--- src/rtl/ifetch_pkg.sv ---
// Shared types and constants for the instruction-fetch controller.
package ifetch_pkg;

   typedef enum logic [2:0] {
      S_IDLE,
      S_ADDR,
      S_REQ,
      S_NEXT,
      S_DONE,
      S_FAULT
   } state_t;

   localparam logic MEM_READ  = 1'b1;
   localparam logic MEM_WRITE = 1'b0;

   // Word index width; a single-word fetch still needs one bit.
   function automatic int calc_idx_w(input int words);
      return (words > 1) ? $clog2(words) : 1;
   endfunction

endpackage

--- src/rtl/ifetch_wdog.sv ---
// Memory wait watchdog: counts consecutive stalled REQ cycles and flags expiry
// on the TIMEOUT-th one so the controller can leave REQ on that edge.
module ifetch_wdog #(
   parameter int TIMEOUT = 15
) (
   input  logic clk,
   input  logic rst,
   input  logic clr,
   input  logic en,
   output logic expire
);

   logic [7:0] cnt;

   always_ff @(posedge clk or negedge rst) begin
      if (!rst) begin
         cnt <= '0;
      end else if (clr) begin
         cnt <= '0;
      end else if (en) begin
         cnt <= cnt + 8'd1;
      end
   end

   assign expire = en && (cnt == 8'(TIMEOUT - 1));

endmodule

--- src/rtl/ifetch_ctrl.sv ---
// Multi-word instruction fetch controller over an MFC-handshake memory.
// Optional memory-timeout fault enabled by defining IFETCH_TIMEOUT_EN.
module ifetch_ctrl
   import ifetch_pkg::*;
#(
   parameter int ADDR_W  = 16,
   parameter int DATA_W  = 16,
   parameter int WORDS   = 2,
   parameter int TIMEOUT = 15
) (
   input  logic                    clk,
   input  logic                    rst,
   input  logic                    start,
   input  logic                    flush,
   input  logic [ADDR_W-1:0]       pc_in,
   output logic [ADDR_W-1:0]       mem_addr,
   output logic                    mem_en,
   output logic                    mem_rw,
   input  logic [DATA_W-1:0]       mem_rdata,
   input  logic                    mfc,
   output logic [WORDS*DATA_W-1:0] ir,
   output logic                    ir_valid,
   output logic [ADDR_W-1:0]       pc_next,
   output logic                    busy,
   output logic                    fault
);

   localparam int IDX_W = calc_idx_w(WORDS);

   if (WORDS < 1 || WORDS > 4 || TIMEOUT < 1 || TIMEOUT > 255) begin : g_bad_param
      $error("ifetch_ctrl: WORDS must be 1..4 and TIMEOUT 1..255");
   end

   state_t            state, state_nxt;
   logic [ADDR_W-1:0] pc_base;
   logic [IDX_W-1:0]  idx;
   logic              last_word;
   logic              wd_expire;

   assign last_word = (idx == IDX_W'(WORDS - 1));

`ifdef IFETCH_TIMEOUT_EN
   ifetch_wdog #(
      .TIMEOUT (TIMEOUT)
   ) u_wdog (
      .clk    (clk),
      .rst    (rst),
      .clr    ((state != S_REQ) || mfc || flush),
      .en     ((state == S_REQ) && !mfc),
      .expire (wd_expire)
   );
`else
   assign wd_expire = 1'b0;
`endif

   always_ff @(posedge clk or negedge rst) begin
      if (!rst) begin
         state <= S_IDLE;
      end else begin
         state <= state_nxt;
      end
   end

   // flush has the last word so it overrides mfc and start
   always_comb begin
      state_nxt = state;
      case (state)
         S_IDLE:  if (start) state_nxt = S_ADDR;
         S_ADDR:  state_nxt = S_REQ;
         S_REQ: begin
            if (mfc)            state_nxt = S_NEXT;
            else if (wd_expire) state_nxt = S_FAULT;
         end
         S_NEXT:  state_nxt = last_word ? S_DONE : S_ADDR;
         S_DONE:  state_nxt = S_IDLE;
         S_FAULT: if (start) state_nxt = S_ADDR;
         default: state_nxt = S_IDLE;
      endcase
      if (flush) state_nxt = S_IDLE;
   end

   always_ff @(posedge clk or negedge rst) begin
      if (!rst) begin
         pc_base  <= '0;
         idx      <= '0;
         mem_addr <= '0;
         ir       <= '0;
         pc_next  <= '0;
      end else if (!flush) begin
         case (state)
            S_IDLE, S_FAULT: begin
               if (start) begin
                  pc_base <= pc_in;
                  idx     <= '0;
               end
            end
            S_ADDR: mem_addr <= pc_base + ADDR_W'(idx);
            S_REQ: begin
               if (mfc) ir[int'(idx)*DATA_W +: DATA_W] <= mem_rdata;
            end
            S_NEXT: begin
               if (last_word) pc_next <= pc_base + ADDR_W'(WORDS);
               else           idx     <= idx + IDX_W'(1);
            end
            default: ;
         endcase
      end
   end

   assign mem_en   = (state == S_REQ);
   assign mem_rw   = (state == S_REQ) ? MEM_READ : MEM_WRITE;
   assign ir_valid = (state == S_DONE);
   assign busy     = (state == S_ADDR) || (state == S_REQ) ||
                     (state == S_NEXT) || (state == S_DONE);
   assign fault    = (state == S_FAULT);

endmodule

--- config.mk ---
export PLATFORM = sky130hd
export DESIGN_NAME = ifetch_ctrl
export DESIGN_NICKNAME = d
export VERILOG_FILES = /design/src/rtl/ifetch_pkg.sv /design/src/rtl/ifetch_wdog.sv /design/src/rtl/ifetch_ctrl.sv
export SDC_FILE = /design/constraint.sdc
export NUM_CORES = 1
export LEC_CHECK = 0
export BUFFER_PORTS_ARGS = -buffer_cell sky130_fd_sc_hd__buf_4
export CORE_MARGIN = 5
export CORE_UTILIZATION = 25
export CTS_BUF_LIST = sky130_fd_sc_hd__clkbuf_8
export DETAILED_ROUTE_END_ITERATION = 10
export GPL_TIMING_DRIVEN = 0
export HOLD_SLACK_MARGIN = 0.1
export PLACE_DENSITY_LB_ADDON = 0.12
export SYNTH_ARGS = -nofsm -noshare
export SYNTH_HDL_FRONTEND = slang
export SYNTH_SLANG_ARGS = --single-unit
--- constraint.sdc ---
create_clock -name clk -period 1.6 [get_ports clk]
set_input_delay 0.16 -clock clk [delete_from_list [all_inputs] [get_ports clk]]
set_output_delay 0.16 -clock clk [all_outputs]
set_load 0.01 [all_outputs]
-- Yosys cells after proc, flatten, opt, wreduce, memory -nomap -nowiden
Index checks and enable logic that the tools add are counted.
- bits in registers: 84
- input bits: 37
- add/subtract/negate cells: 4
- equality and inequality tests: 8
- shifts and indexed selects: 2
- mux-type cells: 10
- bitwise operators: 1
- reduce and logical (&&, ||, !) cells: 12
- operator list (operator ; number):
    5-bit negator with 33-bit output ; 1
    16-bit by 33-bit variable shift with 32-bit output (first input constant) ; 1
    16-bit by 33-bit variable part select with 32-bit output ; 1
    32-bit bitwise mux ; 1
    16-bit by 1-bit adder with 16-bit output ; 1
    16-bit by 2-bit adder with 16-bit output (second input constant) ; 1
    3-bit 2-to-1 mux ; 4
    3-bit one-hot mux with 4 select lines ; 1
    3-bit AND reduction ; 4
    3-bit by 2-bit equality test with 1-bit output (second input constant) ; 2
    3-bit equality test (second input constant) ; 2
    2-bit AND reduction ; 2
    3-bit by 1-bit equality test with 1-bit output (second input constant) ; 1
    3-bit logical NOT ; 1
    1-bit logical OR ; 3
    1-bit 2-to-1 mux ; 3
    3-bit by 1-bit inequality test with 1-bit output (second input constant) ; 1
    3-bit by 2-bit inequality test with 1-bit output (second input constant) ; 1
    2-bit by 1-bit inequality test with 1-bit output (second input constant) ; 1
    1-bit one-hot mux with 2 select lines ; 1
    2-bit nonzero test ; 1
    2-bit OR reduction ; 1
    1-bit adder (second input constant) ; 1
    1-bit inverter ; 1

-- Depth between registers and ports, before layout
- depth in word-level cells: 4
- mapped depth: 7
- mapped depth without buffers: 6

-- Least setup slack after synthesis
OpenSTA, ideal clock, no wires.
- path type: register to register
- from: register state[2]
- to: register ir[10]
- library setup time: 0.125 ns
- arrival time: 1.546 ns
- data required time: 1.475 ns
- setup slack: -0.071 ns
- cell stages (with the launch flop): 8
- path buffers: 3
- clock period less this slack: 1.671 ns
- path through: dfrtp_1 > buf_6 > nand2b_4 > nor2_4 > and4bb_1 > buf_6 > buf_12 > mux2_4
- word-level cells in the longest chain between the ends: 2
- ends and longest elaborated chain (element ; RTL line ; text):
    start, declared ; ifetch_ctrl.sv:34 ; state_t state, state_nxt;
    start signal, assigned ; ifetch_ctrl.sv:60 ; state <= state_nxt;
    3-bit by 2-bit equality test with 1-bit output ; n/a ;
    net mem_en ; ifetch_ctrl.sv:17 ; output logic mem_en,
    3-bit AND reduction (no source line) ; n/a ;
    end signal, assigned by index ; ifetch_ctrl.sv:99 ; if (mfc) ir[int'(idx)*DATA_W +: DATA_W] <= mem_rdata;
    end, declared ; ifetch_ctrl.sv:21 ; output logic [WORDS*DATA_W-1:0] ir,
The timed path passes the listed nets, and every way through them passes these cells.
A chain may end at the register's enable or synchronous reset.

-- Worst setup path in the final report
- from: register state[2]
- to: register ir[4]
- word-level cells in the longest chain between the ends: 2
- ends and longest elaborated chain (element ; RTL line ; text):
    3-bit by 2-bit equality test with 1-bit output ; ifetch_ctrl.sv:90 ; case (state)
    3-bit AND reduction (no source line) ; n/a ;
No other way between the ends.

==> qor.yml <==
start_util: 0.254
synth_adder_area_share: 0.00974
min_period_ns: 1.63
critPathCaptureType: "flop"
antenna_cells: 0
synth_compound_area_frac: 0.0468
cts_root_buf: "clkbuf_8"
grt_max_degree: 85
fin_util: 0.377
cts_buffers: 9
clkSinkCount: 84
netlist_area_sq_um: 3850
hold_depth: 5
rows: 45
avgSynthCellArea_sq_um: 12.5
grt_overflow_total: 0
via_count: 2818
grt_pass1_vias: 2978
synthArstFlopShare: 1.00
die_w_um: 134
wl_per_cell_um: 15.3
timing.fmax_ghz: 0.615
yosysTopAreaCell: "dfrtp_1"
path_buf_inv: 2
register_area_sq_um: 2110
track_usage: 0.114
synth_seq_cells: 84
min_to: "idx"
drtPass1Iterations: 4
holdCritStartpoint: "flush"
violations: "negative setup slack"
worst_ir_drop_vdd_mv: 0.648
die_y_um: 134
ys_seq_area_frac: 0.546
critPathArrivalTime_ns: 1.87
place_ws_ns: -0.309
fill_cells: 1501
synth_top_family_by_area: "multiplexers"
r2r_end: "ir[4]"
synth_nets: 347
setup_slack_ns: -0.0254
antenna_found_initial: 0
p_leak_nw: 2.62
synth-edff-count: 0
r2r-start: "state[2]"
synthMuxAreaShare: 0.164
r2r_cells: 6
post-route-drc-count: 0
max-slew-margin-rel: 0.269
htree_levels: 3
slowest_delay_ns: 0.44
synth-simple-area-share: 0.120
synth_commonest_cells: "dfrtp_1, mux2_2, nor2_1"
synthFlopType: "dfrtp_1"
routed_wirelength_um: 10200
cts_max_path_buffers: 2
crit_family: "simple AND/OR/NAND/NOR gates"
vias_per_cell: 4.24
area_growth_pct: 48.2
multi_input_area_sq_um: 1670
post-dp-hpwl_um: 6980
dieArea_sq_um: 18000
critical_path_class: "reg2reg"
clk_pin_slew_worst_paths_ns: 0.09
drv_slew: 0
hp-class: "in2reg"
skew_ns: 0.00726
maxCapViolCount: 0
gp_congestion: 0.718
insertion_delay_ns: 0.36
status: "finished, violations left"
ant_nets: 0
required_ns: 1.84
yosysTopAreaCellShare: 0.546
p_per_area_nw_per_um2: 1500
cts_tree: "yes"
critPathMaxFanout: 6
layout-drive-gt1-share: 0.484
synth_xor_area_frac: 0.0659
synth.most_common_cell: "dfrtp_1"
start_kind: "flop"
dr.first_iter.drc_count: 66
ys_types: 36
synthCells: 307
crit_slowest_cell: "dfrtp_2"
rsz0062_at_grt: "true"
worstMarginPinSlew_ns: 1.10
path_cells: "nand2b_4, nor2_4, and4bb_1, buf_6, buf_12, mux2_4"
nets: 512
finalHoldViolations: 0
grt_pass1_wl_um: 16000
core_area_sq_um: 15100
finalSetupViolCount: 12
design.portCount: 106
r2r_slack_ns: -0.03
io_buffers: 105
power_w: 0.00858
ys_warn_count: 0
yosys-top-cells-area: "dfrtp_1, mux2_2, xor2_1"
min_period_over_period: 1.02
-- cells by family (layout without fill, tap and decap cells) --
group | count (synthesis) | after routing
adders and majority gates | 3 | 3
buffers and inverters | 22 | 192
muxes | 53 | 53
AOI/OAI and AO/OA | 35 | 35
DFF | 84 | 84
xor gates and xnor gates | 29 | 29
and+or+nand+nor | 81 | 81
-- flip-flops by register name, indices dropped and copies added, names as in the netlist --
name / flops
pc_base: 16
ir: 32
pc_next: 16
idx: 1
mem_addr: 16
state: 3
-- worst reg2reg max path, delay by kind of cell (launching register included) --
family / cells / cell delay [ns]
mux: 1 / 0.30
simple gates: 3 / 0.51
buf+inv: 2 / 0.26
flops: 1 / 0.44
-- worst max path at each step --
stage,start,end,cells past startpoint
after CTS,state[2],ir[9],7
after floorplan,state[2],ir[10],7
after global routing,state[2],ir[8],6
after global placement,idx,mem_addr[14],6
final,state[2],ir[4],6
after detailed placement,idx,mem_addr[14],6
-- cell usage in the layout, fill, tap and decap left out, types with 2 or more instances in the layout --
| master | synthesis | layout |
|---|---|---|
| buf_4 | 8 | 122 |
| dfrtp_1 | 84 | 80 |
| dlygate4sd3_1 | 0 | 35 |
| mux2_2 | 40 | 34 |
| nor2_1 | 35 | 33 |
| a21oi_1 | 29 | 29 |
| xor2_1 | 20 | 19 |
| mux2_4 | 10 | 16 |
| nand3_1 | 10 | 9 |
| clkbuf_8 | 1 | 9 |
| nand2_1 | 9 | 8 |
| xnor2_1 | 9 | 8 |
| buf_6 | 5 | 6 |
| o21ai_0 | 4 | 4 |
| nand4_1 | 4 | 4 |
| buf_12 | 1 | 4 |
| dfrtp_2 | 0 | 4 |
| inv_1 | 3 | 3 |
| nand2b_4 | 1 | 2 |
| nor2_4 | 1 | 2 |
| nor3_1 | 3 | 2 |
| nor2b_1 | 2 | 2 |
| nor2_2 | 1 | 2 |
| mux2_1 | 2 | 2 |
| nor3_2 | 1 | 2 |
| and4_1 | 3 | 2 |
| nand4_4 | 2 | 2 |
| buf_2 | 4 | 2 |
| and2_4 | 0 | 2 |
| buf_8 | 0 | 2 |
| ha_4 | 0 | 2 |
| clkinvlp_4 | 0 | 2 |
| clkinv_4 | 0 | 2 |
-- repair_timing --
action / in CTS / in global routing
hold buffers: 35 / 0
setup endpoints to repair: 66 / 65
endpoints found under the hold margin: 135 / 0
gates cloned: 0 / 1
gates resized for setup: 26 / 8
setup buffers: 8 / 7
pin swaps: 4 / 6
-- cell type report --
type	count	area share
plain buffers	17	0.0289
multi-input cells	201	0.292
flip-flops and latches	84	0.369
repair buffers	156	0.231
inverters	3	0.00197
clock buffers	9	0.0217
well taps	188	0.0412
clock inverters	7	0.0134
-- where the power goes --
group	total [W]	switching [W]	internal, W
Combinational	0.00344	0.00144	0.00200
Clock	0.00156	0.000831	0.000729
Sequential	0.00359	0.000620	0.00297
-- metrics by stage --
stage	area [sq um]	setup TNS, ns	hold slack, ns	std cells
after floorplan	3850	-0.710	-0.136	307
after global placement	4880	-5.89	0.358	600
after detailed placement	4880	-6.31	0.361	600
after CTS	5620	-1.38	0.168	658
after global routing	5710	-2.01	0.261	665
final	5710	-0.210	0.200	665
-- metal layers --
layer	wire, um	track usage
met1	4900	0.153
met2	4620	0.173
met3	499	0.0289
met4	177	0.0492
met5	0	0
Note: power is estimated with default switching activity, not from simulation.
